### src/rtl/response_sm.sv
// Response packet serialiser: RSN, RC, RDC, then RDC data words onto a stream.
// A stall watchdog pads missing data so every frame still ends with tlast.
module response_sm #(
  parameter int          CNT_W       = 16,
  parameter int          STALL_LIMIT = 1024,
  parameter logic [31:0] PAD_WORD    = 32'hDEAD_BEEF
) (
  input  logic             clk,
  input  logic             reset_n,
  input  logic             send_rsp,
  input  logic [31:0]      rsp_ser_num,
  input  logic [31:0]      rsp_code,
  input  logic [CNT_W-1:0] rsp_data_count,
  input  logic [31:0]      rd_data,
  input  logic             rd_valid,
  output logic             rd_ack,
  output logic [31:0]      tx_tdata,
  output logic             tx_tvalid,
  output logic [0:3]       tx_tkeep,
  output logic             tx_tlast,
  input  logic             tx_tready,
  output logic             rsp_busy,
  output logic             rsp_done,
  output logic             rsp_timeout
);

  localparam int SW = $clog2(STALL_LIMIT + 1);

  localparam int B_IDLE = 0;
  localparam int B_RSN  = 1;
  localparam int B_RC   = 2;
  localparam int B_RDC  = 3;
  localparam int B_DATA = 4;
  localparam int B_DONE = 5;

  typedef enum logic [5:0] {
    IDLE      = 6'b000001,
    SEND_RSN  = 6'b000010,
    SEND_RC   = 6'b000100,
    SEND_RDC  = 6'b001000,
    SEND_DATA = 6'b010000,
    DONE      = 6'b100000
  } state_t;

  state_t           state, state_nx;
  logic [31:0]      rsn_q, rc_q;
  logic [CNT_W-1:0] rdc_q;
  logic [CNT_W-1:0] rem_q, rem_nx;
  logic [SW-1:0]    stall_q, stall_nx;
  logic             pad_q, pad_nx;
  logic             tmo_q, tmo_nx;
  logic             ld;
  logic             last_word;

  assign last_word = (rem_q == CNT_W'(1));

  always_ff @(posedge clk or negedge reset_n) begin
    if (!reset_n) begin
      state   <= IDLE;
      rsn_q   <= '0;
      rc_q    <= '0;
      rdc_q   <= '0;
      rem_q   <= '0;
      stall_q <= '0;
      pad_q   <= 1'b0;
      tmo_q   <= 1'b0;
    end else begin
      state   <= state_nx;
      rem_q   <= rem_nx;
      stall_q <= stall_nx;
      pad_q   <= pad_nx;
      tmo_q   <= tmo_nx;
      if (ld) begin
        rsn_q <= rsp_ser_num;
        rc_q  <= rsp_code;
        rdc_q <= rsp_data_count;
      end
    end
  end

  always_comb begin
    state_nx  = state;
    rem_nx    = rem_q;
    stall_nx  = stall_q;
    pad_nx    = pad_q;
    tmo_nx    = tmo_q;
    ld        = 1'b0;
    tx_tvalid = 1'b0;
    tx_tdata  = '0;
    tx_tlast  = 1'b0;
    rd_ack    = 1'b0;
    unique case (1'b1)
      state[B_IDLE]: begin
        if (send_rsp) begin
          ld       = 1'b1;
          tmo_nx   = 1'b0;
          state_nx = SEND_RSN;
        end
      end
      state[B_RSN]: begin
        tx_tvalid = 1'b1;
        tx_tdata  = rsn_q;
        if (tx_tready) state_nx = SEND_RC;
      end
      state[B_RC]: begin
        tx_tvalid = 1'b1;
        tx_tdata  = rc_q;
        if (tx_tready) state_nx = SEND_RDC;
      end
      state[B_RDC]: begin
        tx_tvalid = 1'b1;
        tx_tdata  = 32'(rdc_q);
        tx_tlast  = (rdc_q == '0);
        if (tx_tready) begin
          if (rdc_q == '0) begin
            state_nx = DONE;
          end else begin
            rem_nx   = rdc_q;
            stall_nx = '0;
            pad_nx   = 1'b0;
            state_nx = SEND_DATA;
          end
        end
      end
      state[B_DATA]: begin
        tx_tlast = last_word;
        if (pad_q) begin
          tx_tvalid = 1'b1;
          tx_tdata  = PAD_WORD;
          if (tx_tready) begin
            rem_nx = rem_q - CNT_W'(1);
            if (last_word) state_nx = DONE;
          end
        end else begin
          tx_tvalid = rd_valid;
          tx_tdata  = rd_data;
          if (rd_valid) begin
            stall_nx = '0;
            if (tx_tready) begin
              rd_ack = 1'b1;
              rem_nx = rem_q - CNT_W'(1);
              if (last_word) state_nx = DONE;
            end
          end else if (stall_q == SW'(STALL_LIMIT - 1)) begin
            // Source gave up: pad out the rest so the frame still closes
            stall_nx = '0;
            pad_nx   = 1'b1;
            tmo_nx   = 1'b1;
          end else begin
            stall_nx = stall_q + SW'(1);
          end
        end
      end
      state[B_DONE]: begin
        state_nx = IDLE;
      end
      default: begin
        state_nx = IDLE;
      end
    endcase
  end

  assign tx_tkeep    = tx_tvalid ? 4'b1111 : 4'b0000;
  assign rsp_busy    = !state[B_IDLE];
  assign rsp_done    = state[B_DONE];
  assign rsp_timeout = tmo_q;

endmodule

### config.mk
export PLATFORM = sky130hd
export DESIGN_NAME = response_sm
export DESIGN_NICKNAME = d
export VERILOG_FILES = /design/src/rtl/response_sm.sv
export SDC_FILE = /design/constraint.sdc
export NUM_CORES = 1
export LEC_CHECK = 0
export ABC_CLOCK_PERIOD_IN_PS = 3000
export CAP_MARGIN = 25
export CORE_MARGIN = 10
export CORE_UTILIZATION = 35
export CTS_CLUSTER_SIZE = 40
export DETAILED_ROUTE_END_ITERATION = 7
export SLEW_MARGIN = 20
export SYNTH_ARGS = -nofsm -noshare
export SYNTH_HDL_FRONTEND = slang
export SYNTH_SLANG_ARGS = --single-unit
### constraint.sdc
create_clock -name clk -period 3 [get_ports clk]
set_input_delay 0.75 -clock clk [delete_from_list [all_inputs] [get_ports clk]]
set_output_delay 0.75 -clock clk [all_outputs]
set_load 0.1 [all_outputs]
==> results of run 1 <==
-- cell families after synthesis --
group | synth area share
and+or+nand+nor | 0.122
AOI/OAI and AO/OA | 0.160
muxes | 0.164
buffers and inverters | 0.0392
xor gates and xnor gates | 0.00154
DFF | 0.507
adders and majority gates | 0.00661
-- layout make-up --
type / instances / area (um^2)
fill: 1394 / 7350
sequential: 115 / 2880
multi-input combinational: 358 / 2630
timing repair buffer: 176 / 2150
clock buffer: 20 / 447
tap: 216 / 270
clock inverter: 12 / 109
inverter: 14 / 52.6
antenna: 2 / 5.00
-- flip-flops by register name, indices dropped and copies added (netlist names), named ones only --
| register | flops |
|---|---|
| rc_q | 32 |
| rsn_q | 32 |
| rdc_q | 16 |
| rem_q | 16 |
| stall_q | 11 |
| state | 5 |
| pad_q | 1 |
| rsp_timeout | 1 |
-- cell usage in the layout (no fill, tap or decap), types with 5 or more instances in the layout --
cell | netlist | layout
clkdlybuf4s50_1 | 0 | 115
nand4_1 | 6 | 6
mux2_2 | 82 | 82
a21oi_1 | 7 | 7
nand2_1 | 60 | 59
a222oi_1 | 21 | 21
nand2b_1 | 5 | 5
a22oi_1 | 15 | 15
inv_1 | 14 | 14
o31ai_1 | 5 | 5
buf_12 | 0 | 43
clkinvlp_4 | 0 | 5
clkbuf_16 | 0 | 17
o21ai_0 | 48 | 48
nor3_1 | 7 | 6
dfrtp_1 | 114 | 114
nand3_1 | 11 | 10
o211ai_1 | 5 | 5
nor2_1 | 20 | 20
a31oi_1 | 5 | 5
buf_4 | 4 | 18
-- how the worst max path moves through the flow --
stage                         start           to  slack, ns  cells past startpoint
final                     rem_q[10]     tx_tlast       0.04                      6
after global routing      rem_q[10]     tx_tlast      -0.04                      6
after CTS                 rem_q[10]     tx_tlast     -0.002                      6
after detailed placement   rd_valid  tx_tkeep[0]       0.13                      4
after global placement     rd_valid  tx_tkeep[2]       0.16                      4
after floorplan            state[4]  tx_tkeep[0]        0.1                      5
-- synthesized netlist by cell type (all sizes together) (4+ instances only) --
| cell type | n |
|---|---|
| nor2 | 20 |
| o31a | 4 |
| dfrtp | 114 |
| a222oi | 21 |
| nor3 | 9 |
| nand2 | 60 |
| nand4 | 6 |
| nand3 | 11 |
| clkbuf | 29 |
| or4 | 5 |
| a22oi | 15 |
| nor4 | 6 |
| inv | 14 |
| o21ai | 52 |
| o31ai | 5 |
| nand2b | 5 |
| a31oi | 5 |
| nor2b | 4 |
| buf | 10 |
| o211ai | 6 |
| a21oi | 7 |
| mux2 | 82 |
-- critical path, stage by stage, from the launching register on --
cell and delay [ns]:
dfrtp_1 0.37, or4_4 0.54, or2_4 0.27, nor3_4 0.14, nand3_2 0.10, o21ai_4 0.18, buf_12 0.19
-- repair_timing --
action	CTS	global route
pin swaps	2	1
resized for setup	4	2
hold buffers	0	0
endpoints found under the setup margin	1	1
buffers inserted	2	0
-- layer usage --
metal	wire length, um	up-vias	track usage
met4	389	0	0.0634
met1	7340	2480	0.198
li1	-	2273	-
met5	0	-	0
met3	1630	21	0.0742
met2	9130	159	0.279
-- where the power goes --
group | switching, mW | internal (mW) | total [mW]
logic | 3.32 | 2.17 | 5.49
registers | 0.557 | 2.22 | 2.78
clock network | 0.725 | 1.16 | 1.88
total | 4.61 | 5.55 | 10.2
-- per-stage QoR --
stage	cells	utilization	worst slack [ns]	TNS, ns	hold slack (ns)
6_report	913	0.538	0.0446	0	0.353
5_1_grt	912	0.537	-0.0412	-0.0412	0.397
4_1_cts	911	0.536	-0.00183	-0.00183	0.372
3_5_place_dp	877	0.499	0.126	0	0.478
3_3_place_gp	877	0.499	0.155	0	0.468
2_1_floorplan	526	-	0.0977	0	0.448
==> flow_metrics.py, run 1 <==
metrics = {
    "outcome": {
        "status": "complete, no violations",
    },
    "clock_tree": {
        "cts_tree": "built",
        "cts.sinks": 115,
        "cts_buffer_depth": 2,
        "ctsHtreeMaxLevel": 4,
        "cts_root_buffer": "clkbuf_16",
        "cts.reportedPaths.clkPinSlew_ns": 0.06,
        "numCtsBuffers": 17,
        "clkLatencyLatePin_ns": 0.41,
    },
    "layout": {
        "drive_gt1_frac": 0.271,
        "area_growth_pct": 50.3,
        "final_area_um2": 8540,
        "nets": 802,
    },
    "power": {
        "power.leakage_nw": 3.56,
        "p_per_area_nw_per_um2": 1190,
        "peakVddDrop_mv": 0.832,
        "power_mw": 10.2,
    },
    "detailed_routing": {
        "firstDrtPassIters": 5,
        "drtIter0Drc": 490,
        "wl_per_cell_um": 20.2,
        "wl_um": 18500,
        "drc": 0,
        "ant_nets": 0,
        "drt-vias-per-instance": 5.40,
        "vias": 4933,
    },
    "floorplanning": {
        "pin_count": 159,
        "die_height_um": 147,
        "die_area_um2": 21700,
        "core_um2": 15900,
        "die_w_um": 147,
        "rows": 46,
        "start_util": 0.358,
    },
    "critical_path": {
        "r2r-start": "rem_q[0]",
        "r2r_cells": 7,
        "critical_path_class": "reg -> out",
        "timing.rr.end": "rem_q[14]",
        "start_kind": "flip-flop",
        "regToRegSetupSlack_ns": 0.94,
        "critPathMaxFanout": 3,
        "crit_path_end_kind": "output pin",
        "crit_required_ns": 2.25,
        "arrival_ns": 2.21,
    },
    "logic_synthesis": {
        "syn_area_per_cell_um2": 10.8,
        "yosysTopAreaCellShare": 0.502,
        "yosys_warnings": 0,
        "synth_ff_type": "dfrtp_1",
        "synth_area_um2": 5680,
        "ys_seq_area_frac": 0.507,
        "syn_nets": 646,
        "synth_area_leaders": "dfrtp_1 (50%), mux2_2 (16%), o21ai_0 (4.2%)",
        "synth_edf_count": 0,
        "ys_types": 54,
        "yosysTopAreaCell": "dfrtp_1",
        "syn_inst": 526,
        "synthArstFlopShare": 1.00,
        "ys_ff_latch": 115,
    },
    "place": {
        "dpl_cell_area_um2": 7930,
        "gp_congestion": 0.839,
        "port_buffers": 158,
        "dp_hpwl_um": 13700,
    },
    "sta": {
        "slew_headroom": 0.568,
        "timing.final.crit_period_ns": 2.96,
        "fin_crit_sh": 0.985,
        "report.final.slew_viol_count": 0,
        "fin_skew_ns": 0.00967,
        "tightest_slew_ns": 0.648,
        "max_freq_ghz": 0.338,
        "grt_setup_unrepaired": "yes",
        "finalHoldViolCount": 0,
        "setup_viol": 0,
    },
    "global_route": {
        "grt_first_pass_wirelength_um": 29500,
        "grt_start_max_net_pins": 54,
        "track_usage": 0.172,
        "grt_pass1_vias": 5244,
        "globalRouteOverflowTotal": 0,
        "antenna_found_initial": 1,
    },
    "run": {
        "max_cap_viol_count": 0,
    },
    "hold_path": {
        "hold_path_class": "in -> async",
    },
}
Note: power is estimated with default switching activity, not from simulation.
==> inputs of run 2 (changes only) <==
--- a/config.mk
+++ b/config.mk
@@ -5,12 +5,13 @@
 export SDC_FILE = /design/constraint.sdc
 export NUM_CORES = 1
 export LEC_CHECK = 0
-export ABC_CLOCK_PERIOD_IN_PS = 3000
+export ABC_CLOCK_PERIOD_IN_PS = 3400
 export CAP_MARGIN = 25
 export CORE_MARGIN = 10
 export CORE_UTILIZATION = 35
 export CTS_CLUSTER_SIZE = 40
 export DETAILED_ROUTE_END_ITERATION = 7
+export SKIP_CTS_REPAIR_TIMING = 1
 export SLEW_MARGIN = 20
 export SYNTH_ARGS = -nofsm -noshare
 export SYNTH_HDL_FRONTEND = slang
==> constraint.sdc (replaced) <==
create_clock -name clk -period 3.4 [get_ports clk]
set_input_delay 0.85 -clock clk [delete_from_list [all_inputs] [get_ports clk]]
set_output_delay 0.85 -clock clk [all_outputs]
set_load 0.1 [all_outputs]
==> flow_metrics.py, run 2 (synthesized netlist as in run 1, its figures left out) <==
metrics = {
    "floorplanning": {
        "die_area_um2": 21700,
        "pin_count": 159,
        "die_w_um": 147,
        "rows": 46,
        "start_util": 0.358,
        "core_um2": 15900,
        "die_height_um": 147,
    },
    "power": {
        "p_clk_frac": 0.204,
        "p_per_area_nw_per_um2": 1070,
        "p_switching_mw": 4.04,
        "peakVddDrop_mv": 0.803,
        "pwr-share-comb": 0.525,
        "p_sw_frac": 0.442,
        "power_frac_seq": 0.271,
        "p_int_mw": 5.10,
        "power_mw": 9.14,
        "power.leakage_nw": 3.59,
    },
    "layout": {
        "drive_gt1_frac": 0.267,
        "nets": 803,
        "final_common_cell": "clkdlybuf4s50_1",
        "biggestRegsByFlops": "rc_q: 32 flops, rsn_q: 32 flops",
        "area_growth_pct": 50.3,
        "antenna_cells": 0,
        "layout.cells.non_filler": 912,
        "final_util": 0.537,
        "nFillCells": 1392,
        "mostFrequentLayoutCells": "clkdlybuf4s50_1 (115), dfrtp_1 (114), mux2_2 (82), nand2_1 (59), o21ai_0 (48)",
        "final_area_um2": 8540,
    },
    "sta": {
        "fin_skew_ns": 0.0112,
        "max_freq_ghz": 0.308,
        "finalSetupTns_ns": 0,
        "setup_viol": 0,
        "tightest_slew_ns": 0.736,
        "holdWs_ns": 0.485,
        "finalHoldViolCount": 0,
        "report.final.slew_viol_count": 0,
        "grt_setup_unrepaired": "no",
        "slew_headroom": 0.509,
        "fin_crit_sh": 0.955,
        "timing.final.crit_period_ns": 3.25,
        "layout_setup_ws_ns": 0.153,
    },
    "clock_tree": {
        "cts_root_buffer": "clkbuf_16",
        "numCtsBuffers": 17,
        "cts.sinks": 115,
        "cts_tree": "built",
        "ctsHtreeMaxLevel": 4,
        "cts.reportedPaths.clkPinSlew_ns": 0.05,
        "cts_buffer_depth": 2,
        "clkLatencyLatePin_ns": 0.41,
    },
    "place": {
        "dpl_cell_area_um2": 7910,
        "dp_cells": 880,
        "dp_hpwl_um": 14100,
        "gp_congestion": 0.860,
        "port_buffers": 158,
        "pre_cts_ws_ns": 0.251,
    },
    "global_route": {
        "grt_pass1_vias": 5308,
        "grt_start_max_net_pins": 56,
        "track_usage": 0.175,
        "globalRouteOverflowTotal": 0,
        "grt_first_pass_wirelength_um": 29800,
        "antenna_found_initial": 2,
    },
    "detailed_routing": {
        "drc": 0,
        "ant_nets": 0,
        "wl_per_cell_um": 20.8,
        "drtIter0Drc": 365,
        "wl_um": 19000,
        "drt-vias-per-instance": 5.45,
        "firstDrtPassIters": 5,
        "vias": 4969,
    },
    "hold_path": {
        "hold_path_class": "in -> async",
    },
    "critical_path": {
        "start_kind": "flip-flop",
        "crit_required_ns": 2.55,
        "crit_path_end_kind": "output pin",
        "critical_path_class": "reg -> out",
        "arrival_ns": 2.40,
        "critPathMaxFanout": 6,
    },
    "outcome": {
        "status": "complete, no violations",
    },
    "run": {
        "max_cap_viol_count": 0,
    },
}
## run 2: cell types whose count changed in the layout (fill, tap and decap cells not counted), sizes merged
cell / change
bufinv: +2
inv: -1
clkinv: -1
clkbuf: +3
clkinvlp: -3
diode: -2
buf: +1
## run 2: worst paths after layout
path	startpoint	to	slack [ns]	cells after the start
max	rem_q[7]	tx_tlast	0.15	6
min	reset_n	rc_q[13]	0.49	1
max reg2reg	state[3]	rem_q[15]	1.03	5
min reg2reg	stall_q[10]	stall_q[10]	0.49	1
max in group asynchronous	reset_n	rc_q[21]	2.07	2
min in group clk	stall_q[10]	stall_q[10]	0.49	1
## run 2: critical path, stage by stage (launching register included)
cell	delay, ns
dfrtp_1	0.42
or4_4	0.59
or2_1	0.27
nor3_2	0.16
nand3_1	0.11
o21ai_2	0.23
buf_12	0.21
## run 2: routing by layer
metal | track usage | part of all wire | vias to the layer above
met5 | 0 | 0.0014 | -
met4 | 0.0818 | 0.030 | 4
li1 | - | - | 2281
met3 | 0.0711 | 0.081 | 35
met1 | 0.200 | 0.40 | 2481
met2 | 0.279 | 0.49 | 168
## run 2: power groups by stage
| stage | Clock (mW) | Combinational (mW) | Sequential [mW] |
|---|---|---|---|
| finish | 1.87 | 4.80 | 2.47 |
| floorplan | 0 | 3.26 | 2.24 |
| global placement | 0 | 4.76 | 2.44 |
| CTS | 1.90 | 4.84 | 2.46 |
| detailed placement | 0 | 4.83 | 2.47 |
| global route | 1.97 | 5.02 | 2.55 |
## run 2: area by class of cell
cell class	instances	area (um^2)	share of cell area
Clock inverter	9	125	0.0147
Sequential cell	115	2880	0.337
Tap cell	216	270	0.0317
Inverter	14	52.6	0.00615
Clock buffer	23	498	0.0583
Multi-Input combinational cell	358	2600	0.304
Timing Repair Buffer	177	2120	0.248
==> inputs of run 3 (changes only) <==
--- a/config.mk
+++ b/config.mk
@@ -5,13 +5,12 @@
 export SDC_FILE = /design/constraint.sdc
 export NUM_CORES = 1
 export LEC_CHECK = 0
-export ABC_CLOCK_PERIOD_IN_PS = 3400
+export ABC_CLOCK_PERIOD_IN_PS = 2700
 export CAP_MARGIN = 25
 export CORE_MARGIN = 10
 export CORE_UTILIZATION = 35
 export CTS_CLUSTER_SIZE = 40
 export DETAILED_ROUTE_END_ITERATION = 7
-export SKIP_CTS_REPAIR_TIMING = 1
 export SLEW_MARGIN = 20
 export SYNTH_ARGS = -nofsm -noshare
 export SYNTH_HDL_FRONTEND = slang
==> constraint.sdc (replaced) <==
create_clock -name clk -period 2.7 [get_ports clk]
set_input_delay 0.675 -clock clk [delete_from_list [all_inputs] [get_ports clk]]
set_output_delay 0.675 -clock clk [all_outputs]
set_load 0.1 [all_outputs]
==> flow_metrics.py, run 3 (synthesized netlist as in run 1, its figures left out) <==
metrics = {
    "hold_path": {
        "hold_path_class": "in -> async",
    },
    "sta": {
        "setup_viol": 1,
        "grt_setup_unrepaired": "yes",
        "slew_headroom": 0.550,
        "fin_crit_sh": 1.07,
        "finalHoldViolCount": 0,
        "finalSetupTns_ns": -0.194,
        "tightest_slew_ns": 0.669,
        "fin_skew_ns": 0.00836,
        "layout_setup_ws_ns": -0.194,
        "max_freq_ghz": 0.346,
        "timing.final.crit_period_ns": 2.89,
        "holdWs_ns": 0.215,
        "report.final.slew_viol_count": 0,
    },
    "place": {
        "dp_cells": 891,
        "dp_hpwl_um": 14200,
        "pre_cts_ws_ns": 0.0303,
        "dpl_cell_area_um2": 8040,
        "port_buffers": 158,
        "gp_congestion": 0.831,
    },
    "layout": {
        "final_util": 0.547,
        "drive_gt1_frac": 0.286,
        "area_growth_pct": 52.9,
        "mostFrequentLayoutCells": "clkdlybuf4s50_1 (115), dfrtp_1 (111), mux2_2 (82), nand2_1 (58), o21ai_0 (47)",
        "nets": 815,
        "layout.cells.non_filler": 924,
        "final_area_um2": 8690,
        "biggestRegsByFlops": "rc_q: 32 flops, rsn_q: 32 flops",
        "final_common_cell": "clkdlybuf4s50_1",
        "nFillCells": 1375,
    },
    "critical_path": {
        "crit_path_end_kind": "output pin",
        "path_depth": 6,
        "cp_top_family": "simple AND/OR/NAND/NOR gates",
        "crit_required_ns": 2.03,
        "start_kind": "flip-flop",
        "path_cells": "or4_4 > or2_4 > nor3_4 > nand3_2 > o21ai_4 > buf_12",
        "r2r_cells": 7,
        "critPathMaxFanout": 3,
        "critical_path_class": "reg -> out",
        "crit_buf_inv": 1,
        "critical_path.max_stage_delay_ns": 0.54,
        "slowest_stage": "or4_4",
        "arrival_ns": 2.22,
    },
    "clock_tree": {
        "numCtsBuffers": 17,
        "ctsHoldBuffers": 0,
        "cts_root_buffer": "clkbuf_16",
        "ctsHtreeMaxLevel": 4,
        "clkLatencyLatePin_ns": 0.42,
        "cts_buffer_depth": 2,
        "cts_tree": "built",
        "cts.reportedPaths.clkPinSlew_ns": 0.05,
        "cts.sinks": 115,
    },
    "global_route": {
        "grt_pass1_vias": 5426,
        "grt_first_pass_wirelength_um": 30100,
        "grt_start_max_net_pins": 59,
        "track_usage": 0.176,
        "antenna_found_initial": 3,
        "globalRouteOverflowTotal": 0,
    },
    "detailed_routing": {
        "wl_per_cell_um": 20.3,
        "wl_um": 18800,
        "firstDrtPassIters": 5,
        "drt-vias-per-instance": 5.41,
        "drtIter0Drc": 445,
        "ant_nets": 0,
        "top_layer": "met5",
        "wl_met3_um": 2180,
        "drc": 0,
        "wl_met2_um": 8900,
        "wl_met1_um": 7410,
        "vias": 5003,
    },
    "power": {
        "power.leakage_nw": 3.66,
        "peakVddDrop_mv": 0.941,
        "p_per_area_nw_per_um2": 1330,
        "power_mw": 11.6,
    },
    "floorplanning": {
        "start_util": 0.358,
        "die_w_um": 147,
        "die_area_um2": 21700,
        "core_um2": 15900,
        "die_height_um": 147,
        "pin_count": 159,
        "rows": 46,
    },
    "outcome": {
        "status": "finished with violations",
        "violations": "setup timing",
    },
    "run": {
        "max_cap_viol_count": 0,
    },
}
[run 3: worst paths after layout]
kind | start | endpoint | slack (ns)
setup / recovery | rem_q[7] | tx_tlast | -0.19
hold / removal | reset_n | rsn_q[24] | 0.22
setup reg to reg | rem_q[0] | rem_q[10] | 0.46
hold reg to reg | stall_q[10] | stall_q[10] | 0.48
max in group asynchronous | reset_n | state[0] | 1.71
min in group clk | stall_q[10] | stall_q[10] | 0.48
[run 3: final cells by class]
| cell class | count | area [um^2] | area share |
|---|---|---|---|
| Antenna cell | 1 | 2.50 | 0.000288 |
| Clock buffer | 22 | 464 | 0.0534 |
| Tap cell | 216 | 270 | 0.0311 |
| Clock inverter | 9 | 130 | 0.0150 |
| Timing Repair Buffer | 189 | 2260 | 0.260 |
| Sequential cell | 115 | 2890 | 0.332 |
| Inverter | 14 | 52.6 | 0.00605 |
| Multi-Input combinational cell | 358 | 2630 | 0.302 |
[run 3: metal layers]
metal,global-route usage,vias up
li1,-,2296
met1,0.199,2485
met2,0.281,198
met3,0.0971,22
met4,0.0525,2
met5,0,-
[run 3: power breakdown]
part           internal, mW  switching, mW  leakage [nW]  total (mW)
combinational          2.50           3.71          1.99        6.21
sequential             2.48          0.639          1.37        3.11
clock                  1.49          0.774         0.290        2.26
[run 3: timing repair]
item	CTS	global route
endpoints found under the hold margin	0	0
gates cloned	0	0
resized for setup	6	4
pin swaps	0	1
setup buffers	0	1
setup endpoints to repair	13	9
[run 3: worst register-to-register path: cells and delay by family (launching register included)]
kind	cells	cell delay (ns)
flops	1	0.42
simple gates	2	0.81
fa+ha+maj	1	0.20
compound gates	3	0.59
buf+inv	1	0.09
